--- src/rtl/dmem_arbiter.sv ---
// Two-requester data-memory arbiter: accept at T, memory strobe at T+1, completion at T+2, next accept from T+3.
// Define DMEM_ARB_ROUND_ROBIN_EN for round-robin tie-breaking; otherwise requester 0 has fixed priority.
module dmem_arbiter #(
  parameter int ADDR_W = 32,
  parameter int DATA_W = 32
) (
  input  logic              clk,
  input  logic              reset,
  input  logic              r0_valid,
  output logic              r0_ready,
  input  logic              r0_we,
  input  logic [ADDR_W-1:0] r0_addr,
  input  logic [DATA_W-1:0] r0_wdata,
  output logic              r0_rvalid,
  output logic [DATA_W-1:0] r0_rdata,
  output logic              r0_err,
  input  logic              r1_valid,
  output logic              r1_ready,
  input  logic              r1_we,
  input  logic [ADDR_W-1:0] r1_addr,
  input  logic [DATA_W-1:0] r1_wdata,
  output logic              r1_rvalid,
  output logic [DATA_W-1:0] r1_rdata,
  output logic              r1_err,
  output logic              mem_en,
  output logic              mem_we,
  output logic [ADDR_W-1:0] mem_addr,
  output logic [DATA_W-1:0] mem_wdata,
  input  logic [DATA_W-1:0] mem_rdata
);

  typedef enum logic [1:0] {IDLE, ACCESS, RESP} state_t;

  state_t            state_q, state_d;
  logic              owner_q, owner_d;
  logic              we_q, we_d;
  logic              misalign_q, misalign_d;
  logic [ADDR_W-1:0] addr_q, addr_d;
  logic [DATA_W-1:0] wdata_q, wdata_d;
`ifdef DMEM_ARB_ROUND_ROBIN_EN
  logic              last_q, last_d;
`endif

  logic grant0, grant1;
  logic resp_vld;
  logic [DATA_W-1:0] rdata_sel;

  // Grants are combinational in IDLE and masked while reset is asserted.
  always_comb begin
    grant0 = 1'b0;
    grant1 = 1'b0;
    if (state_q == IDLE && reset) begin
`ifdef DMEM_ARB_ROUND_ROBIN_EN
      if (r0_valid && r1_valid) begin
        grant0 = last_q;
        grant1 = !last_q;
      end else begin
        grant0 = r0_valid;
        grant1 = r1_valid;
      end
`else
      grant0 = r0_valid;
      grant1 = r1_valid && !r0_valid;
`endif
    end
  end

  always_comb begin
    state_d    = state_q;
    owner_d    = owner_q;
    we_d       = we_q;
    misalign_d = misalign_q;
    addr_d     = addr_q;
    wdata_d    = wdata_q;
`ifdef DMEM_ARB_ROUND_ROBIN_EN
    last_d     = last_q;
`endif
    case (state_q)
      IDLE: begin
        if (grant0 || grant1) begin
          owner_d    = grant1;
          we_d       = grant1 ? r1_we    : r0_we;
          addr_d     = grant1 ? r1_addr  : r0_addr;
          wdata_d    = grant1 ? r1_wdata : r0_wdata;
          misalign_d = (addr_d[1:0] != 2'b00);
`ifdef DMEM_ARB_ROUND_ROBIN_EN
          last_d     = grant1;
`endif
          state_d    = ACCESS;
        end
      end
      ACCESS:  state_d = RESP;
      RESP:    state_d = IDLE;
      default: state_d = IDLE;
    endcase
  end

  always_ff @(posedge clk or negedge reset) begin
    if (!reset) begin
      state_q    <= IDLE;
      owner_q    <= 1'b0;
      we_q       <= 1'b0;
      misalign_q <= 1'b0;
      addr_q     <= '0;
      wdata_q    <= '0;
`ifdef DMEM_ARB_ROUND_ROBIN_EN
      last_q     <= 1'b1;
`endif
    end else begin
      state_q    <= state_d;
      owner_q    <= owner_d;
      we_q       <= we_d;
      misalign_q <= misalign_d;
      addr_q     <= addr_d;
      wdata_q    <= wdata_d;
`ifdef DMEM_ARB_ROUND_ROBIN_EN
      last_q     <= last_d;
`endif
    end
  end

  assign r0_ready = grant0;
  assign r1_ready = grant1;

  // A misaligned access still walks through ACCESS so completion timing is uniform.
  assign mem_en    = (state_q == ACCESS) && !misalign_q;
  assign mem_we    = mem_en && we_q;
  assign mem_addr  = addr_q;
  assign mem_wdata = wdata_q;

  assign resp_vld  = (state_q == RESP);
  assign rdata_sel = (resp_vld && !we_q && !misalign_q) ? mem_rdata : '0;

  assign r0_rvalid = resp_vld && !owner_q;
  assign r1_rvalid = resp_vld && owner_q;
  assign r0_rdata  = r0_rvalid ? rdata_sel : '0;
  assign r1_rdata  = r1_rvalid ? rdata_sel : '0;
  assign r0_err    = r0_rvalid && misalign_q;
  assign r1_err    = r1_rvalid && misalign_q;

endmodule

--- config.mk ---
export PLATFORM = sky130hd
export DESIGN_NAME = dmem_arbiter
export DESIGN_NICKNAME = d
export VERILOG_FILES = /design/src/rtl/dmem_arbiter.sv
export SDC_FILE = /design/constraint.sdc
export NUM_CORES = 1
export LEC_CHECK = 0
export CAP_MARGIN = 10
export CORE_AREA = 2 2 116 118
export CTS_CLUSTER_DIAMETER = 30
export CTS_CLUSTER_SIZE = 8
export DETAILED_ROUTE_END_ITERATION = 8
export DIE_AREA = 0 0 118 120
export PLACE_DENSITY = 0.83
export SETUP_SLACK_MARGIN = 0.1
export SYNTH_ARGS = -nofsm -noshare
export SYNTH_HDL_FRONTEND = slang
export SYNTH_SLANG_ARGS = --single-unit
--- constraint.sdc ---
create_clock -name clk -period 1.8 [get_ports clk]
set_input_delay 0.36 -clock clk [delete_from_list [all_inputs] [get_ports clk]]
set_output_delay 0.36 -clock clk [all_outputs]
set_load 0.05 [all_outputs]
==> run metrics <==
commonest non-fill, non-tap cell in the layout clkdlybuf4s50_1; Final Critical Period between 2 and 2.5 ns; Ant. Diodes 0; CP startpoint kind flop; vias in the first global route 4,199; Starting Density 0.302; Worst VDD drop 718 uV; Via Count between 3,000 and 4,000; FF+latch count, synth 69; clock power share 0.197; Post-Syn Nets 470; pwr dens 911 nW/um2; Die X 118 um; worst-margin pin slew 0.896 ns; initial antenna violation count 0; M1 GR Usage 0.225; core area 13,000 um2; Internal 4.84 mW; Avg WL per Cell roughly 18 um; clock skew 0.00649 ns; Pre-antenna DRT Iters 4; switching share of total power 0.400; maxcap violations 0; post-DP HPWL ~12 mm; clk root buf clkbuf_16; worst r2r src state_q[0]; Synth Warn # 0; clk_lat worst skew approximately 0.33 ns; flop2flop setup slack -0.26 ns; hold buffer count at cts 0; Hold Fails Final Rpt 0; Final WS setup -0.351 ns; gr usage total 0.214; outcome complete, but fails checks; synthesized area per cell 12.9 um2; RSZ-0062 raised after global routing true; DRC violations left 0; GR Overflow Total 0; CP Data Arrival Time 1.79 ns; violated checks negative setup slack; Final Cycle Share 1.20; largest net degree at the start of global routing between 70 and 80; most used routing layer in global routing met2; vias per inst 4.58; TritonCTS clock tree yes; Final Setup Violations 132; Req. time, crit path around 1.4 ns; NetSw around 3.2 mW; combinational share of power 0.525; final instance area 8860 um2; GR Layer Usage met2 0.409; Pins Over Slew Limit 0; CP max FO 8; Layout Cells excl Fill 829; post-synthesis cell type count 22; Min-Delay Path Class input port to asynchronous set/reset pin; fillers 923; share of cells above drive strength 1 0.636; met3 GRT Util 0.0661; Antenna Nets Post-Route 0; Die Ht 120 um; Final Wtd Congestion a little under 0.9; static leakage slightly below 4 nW; sequential cell area between 1500 and 2000 um2; total wire length 15.3 mm; Post-DP Area 8130 um2; initial DRC count 104; number of I/O pins 302; Clock Sinks 69; FF-to-FF End mem_wdata[7]; Setup CP Type flop to output port; CP endpoint kind output port; # port buffers between 300 and 400; num rows 42; area of the mapped netlist 3930 um2; Hold WS 0.377 ns; Max Root-Sink Buffers 2; Sequential Power Share 0.278; clock-pin slew on the worst setup and hold paths 0.06 ns; Layout Area Growth over Synthesis 126%; max_slew headroom 0.402; post-placement cell count slightly below 800; Achievable Freq 465 MHz; sequential share of the synthesized area 0.440; H-Tree Depth 3; die footprint 14,200 um2; TritonCTS buffer count 9; worst reg2reg path depth 6; most used cells in the layout excluding fill and tap cells clkdlybuf4s50_1 (164), mux2_2 (97), buf_4 (91); area of the multi-input gates ~2400 um2; fin nets just over 800; first-pass GRT wire length 23.2 mm; Syn Inst Count roughly 300
[power groups by stage]
stage | Combinational [mW] | Clock (mW) | Sequential [mW]
after floorplan | 1.15 | 0 | 3.67
after global placement | 4.00 | 0 | 2.24
after detailed placement | 4.08 | 0 | 2.27
after CTS | 4.26 | 1.63 | 2.25
after global routing | 4.41 | 1.70 | 2.30
final | 4.23 | 1.59 | 2.25
[cell type report]
class / instances / area share
inverters: 2 / 0.00127
clock buffers: 9 / 0.0254
well taps: 176 / 0.0249
flip-flops and latches: 69 / 0.195
multi-input cells: 212 / 0.266
repair buffers: 355 / 0.483
clock inverters: 6 / 0.00466
[cell families after synthesis]
| family | synth area share |
|---|---|
| compound gates | 0.00382 |
| buf+inv | 0.0347 |
| flops | 0.440 |
| simple gates | 0.127 |
| mux | 0.394 |
[worst max-delay path, stage by stage, from the launching register on]
cell	delay (ns)
dfrtp_2	0.43
and3b_2	0.25
nor3b_4	0.21
buf_6	0.15
clkbuf_16	0.15
and2_4	0.15
buf_12	0.13
[registers in the layout, summed over array words and instances, names as in the netlist]
name / count
we_q: 1
state_q: 2
owner_q: 1
mem_wdata: 32
mem_addr: 32
misalign_q: 1
[stage by stage]
stage | setup TNS, ns | power, mW | setup WS, ns | util
2_1_floorplan | -13.91 | 4.81 | -0.261 | -
4_1_cts | -34.57 | 8.13 | -0.346 | 0.681
6_report | -33.79 | 8.07 | -0.351 | 0.682
3_3_place_gp | -21.57 | 6.24 | -0.348 | 0.626
5_1_grt | -43.59 | 8.42 | -0.420 | 0.682
3_5_place_dp | -23.56 | 6.35 | -0.398 | 0.626
[cell usage after synthesis]
master	n	area share
and3b_1	1	0.0022
o211a_1	1	0.0025
mux2i_1	2	0.0051
buf_8	2	0.0076
buf_6	1	0.0029
buf_4	4	0.0076
nor4bb_1	1	0.0025
nand4b_1	1	0.0022
inv_1	2	0.0019
buf_1	2	0.0019
or2_2	1	0.0016
dfrtp_1	69	0.44
buf_2	4	0.0051
clkbuf_1	8	0.0076
o21ai_0	1	0.0013
nor2_1	2	0.0019
nor3b_1	2	0.0038
mux2_2	113	0.32
and2_1	67	0.11
nor2b_1	2	0.0032
mux2_4	17	0.065
nor3b_2	1	0.0032
[layer usage]
metal	up-vias	wire length, um	part of all wire
met4	0	287	0.019
met2	192	8450	0.55
met3	21	1120	0.073
li1	1744	-	-
met1	1839	5450	0.36
met5	-	0	0
[timing repair]
item	4_1_cts	5_1_grt
pin swaps	7	10
cloned	6	1
buffers inserted	23	3
gates resized for setup	27	2
endpoints found under the setup margin	136	137
[how the worst max path moves through the flow]
stage / from / to / slack (ns) / depth (start not counted)
2_1_floorplan: owner_q / r0_rdata[10] / -0.26 / 4
3_5_place_dp: r0_valid / mem_addr[2] / -0.40 / 6
6_report: state_q[0] / r1_rdata[25] / -0.35 / 6
5_1_grt: owner_q / r0_rdata[0] / -0.42 / 5
3_3_place_gp: r0_valid / mem_addr[29] / -0.35 / 6
4_1_cts: state_q[0] / r1_rdata[25] / -0.35 / 6
Note: power is estimated with default switching activity, not from simulation.
==> RTL change, RTL diff (config.mk and constraints unchanged) <==
Re-encode `state_t` (3 states) as one-hot, 3 bits wide.
--- a/src/rtl/dmem_arbiter.sv
+++ b/src/rtl/dmem_arbiter.sv
@@ -29,7 +29,7 @@
   input  logic [DATA_W-1:0] mem_rdata
 );
 
-  typedef enum logic [1:0] {IDLE, ACCESS, RESP} state_t;
+  typedef enum logic [2:0] {IDLE = 3'b001, ACCESS = 3'b010, RESP = 3'b100} state_t;
 
   state_t            state_q, state_d;
   logic              owner_q, owner_d;
Check against the original RTL: same outputs for any inputs over 4 cycles, from zero or initial values and one cycle with reset low; so few cycles prove little.
==> RTL change against the unedited design <==
- the flow still finishes with violations (negative setup slack)
- combinational power grew 40%
- sequential cell count grew 1
- wire length grew 29%
- clock power grew 8%
- final area grew 1.4%
- worst hold slack lost 0.30 ns
- critical endpoint is now r1_rdata[23]
- total power grew 31%
- synthesized area grew 3.3%
- die area is the same
- critical path type unchanged
- setup slack lost 0.084 ns
- synthesized cell count grew 54%
==> RTL change: results (changes against the unedited design) <==
| Metric | Value |
|---|---|
| Non-CTS buffers | `360 (+1.4%)` |
| GPL Wtd Cong | `0.833 (-6.0%)` |
| Share of cells above drive strength 1 | `36.8% (-27 points)` |
| VDD IR max | `0.00106 V (+48%)` |
| NumNets Final | `954 (+17%)` |
| Layout Skew | `0.00277 ns (-0.00372 ns)` |
| NonClk Buf Share | `49.2% (+0.93 points)` |
| 1st-iter DRT viols | `323 (+210%)` |
| Synth Area per Inst | `8.67 um^2 (-33%)` |
| Post-detailed-routing wire length | `19800 um (+29%)` |
| Worst slew pin tran | `0.669 ns (-0.228 ns)` |
| Fill cells | `982 (+6.4%)` |
| # clk buffers | `13 (+4)` |
| Clock Network Area Fraction | `3.20% (+0.20 points)` |
| Final WS setup | `-0.435 ns (-0.0837 ns)` |
| Multi-input logic area | `2300 um^2 (-2.3%)` |
| Static Leak | `3.83 nW (-1.1%)` |
| Number of global-route vias before repair | `5177 (+23%)` |
| Unique masters post-synth | `25 (+14%)` |
| Placed cell count | `921 (+17%)` |
| Status | `finished with violations` |
| Metal3 WL | `1710 um (+52%)` |
| Num sequential | `70 (+1.4%)` |
| Grt met1 use | `29.9% (+7.4 points)` |
| Drt first pass iters | `6 (+2)` |
| R2r worst-path depth | `10 (+4)` |
| Setup violations, final | `108 (-18%)` |
| Violated checks | `negative setup slack` |
| Reg2Reg Capture Point | `mem_wdata[29]` |
| TNS Setup | `-33.03 ns (+0.759 ns)` |
| Crit. Startpoint | `state_q[1]` |
| Setup crit end | `r1_rdata[23]` |
| Hpwl dp | `13400 um (+15%)` |
| Largest cells by area after synthesis | `dfrtp_1, nand3_1, a32oi_1, and2_1, nand2_1` |
| GR Util All Layers | `26.6% (+5.2 points)` |
| Reg2reg setup slack | `-0.16 ns (+0.10 ns)` |
RTL change: cell types whose count changed after synthesis, sizes merged, moves of 2 or more:
cell / change
nand2: +65
nand3: +128
mux2i: -2
inv: -2
clkbuf: +17
mux2: -130
nor2: +5
a32oi: +64
a22oi: +2
buf: +13
RTL change: where the power goes:
| group | internal, mW | switching, mW | total (mW) |
|---|---|---|---|
| clock network | 1.04 | 0.668 | 1.71 |
| registers | 2.28 | 0.644 | 2.92 |
| logic | 2.11 | 3.83 | 5.94 |
RTL change: worst max-delay path, cell delays in order, from the launching register on:
cell and delay [ns]:
dfrtp_1 0.42, and4bb_4 0.34, nor3b_4 0.23, buf_12 0.22, and2_4 0.18, buf_12 0.13
RTL change: cell families (layout without fill, tap and decap cells):
logic type	after synthesis	count (layout)	share of synthesized area, %
and+or+nand+nor	277	277	35.6
AOI/OAI and AO/OA	70	70	14.8
DFF	70	70	43.2
buffers and inverters	51	376	6.38
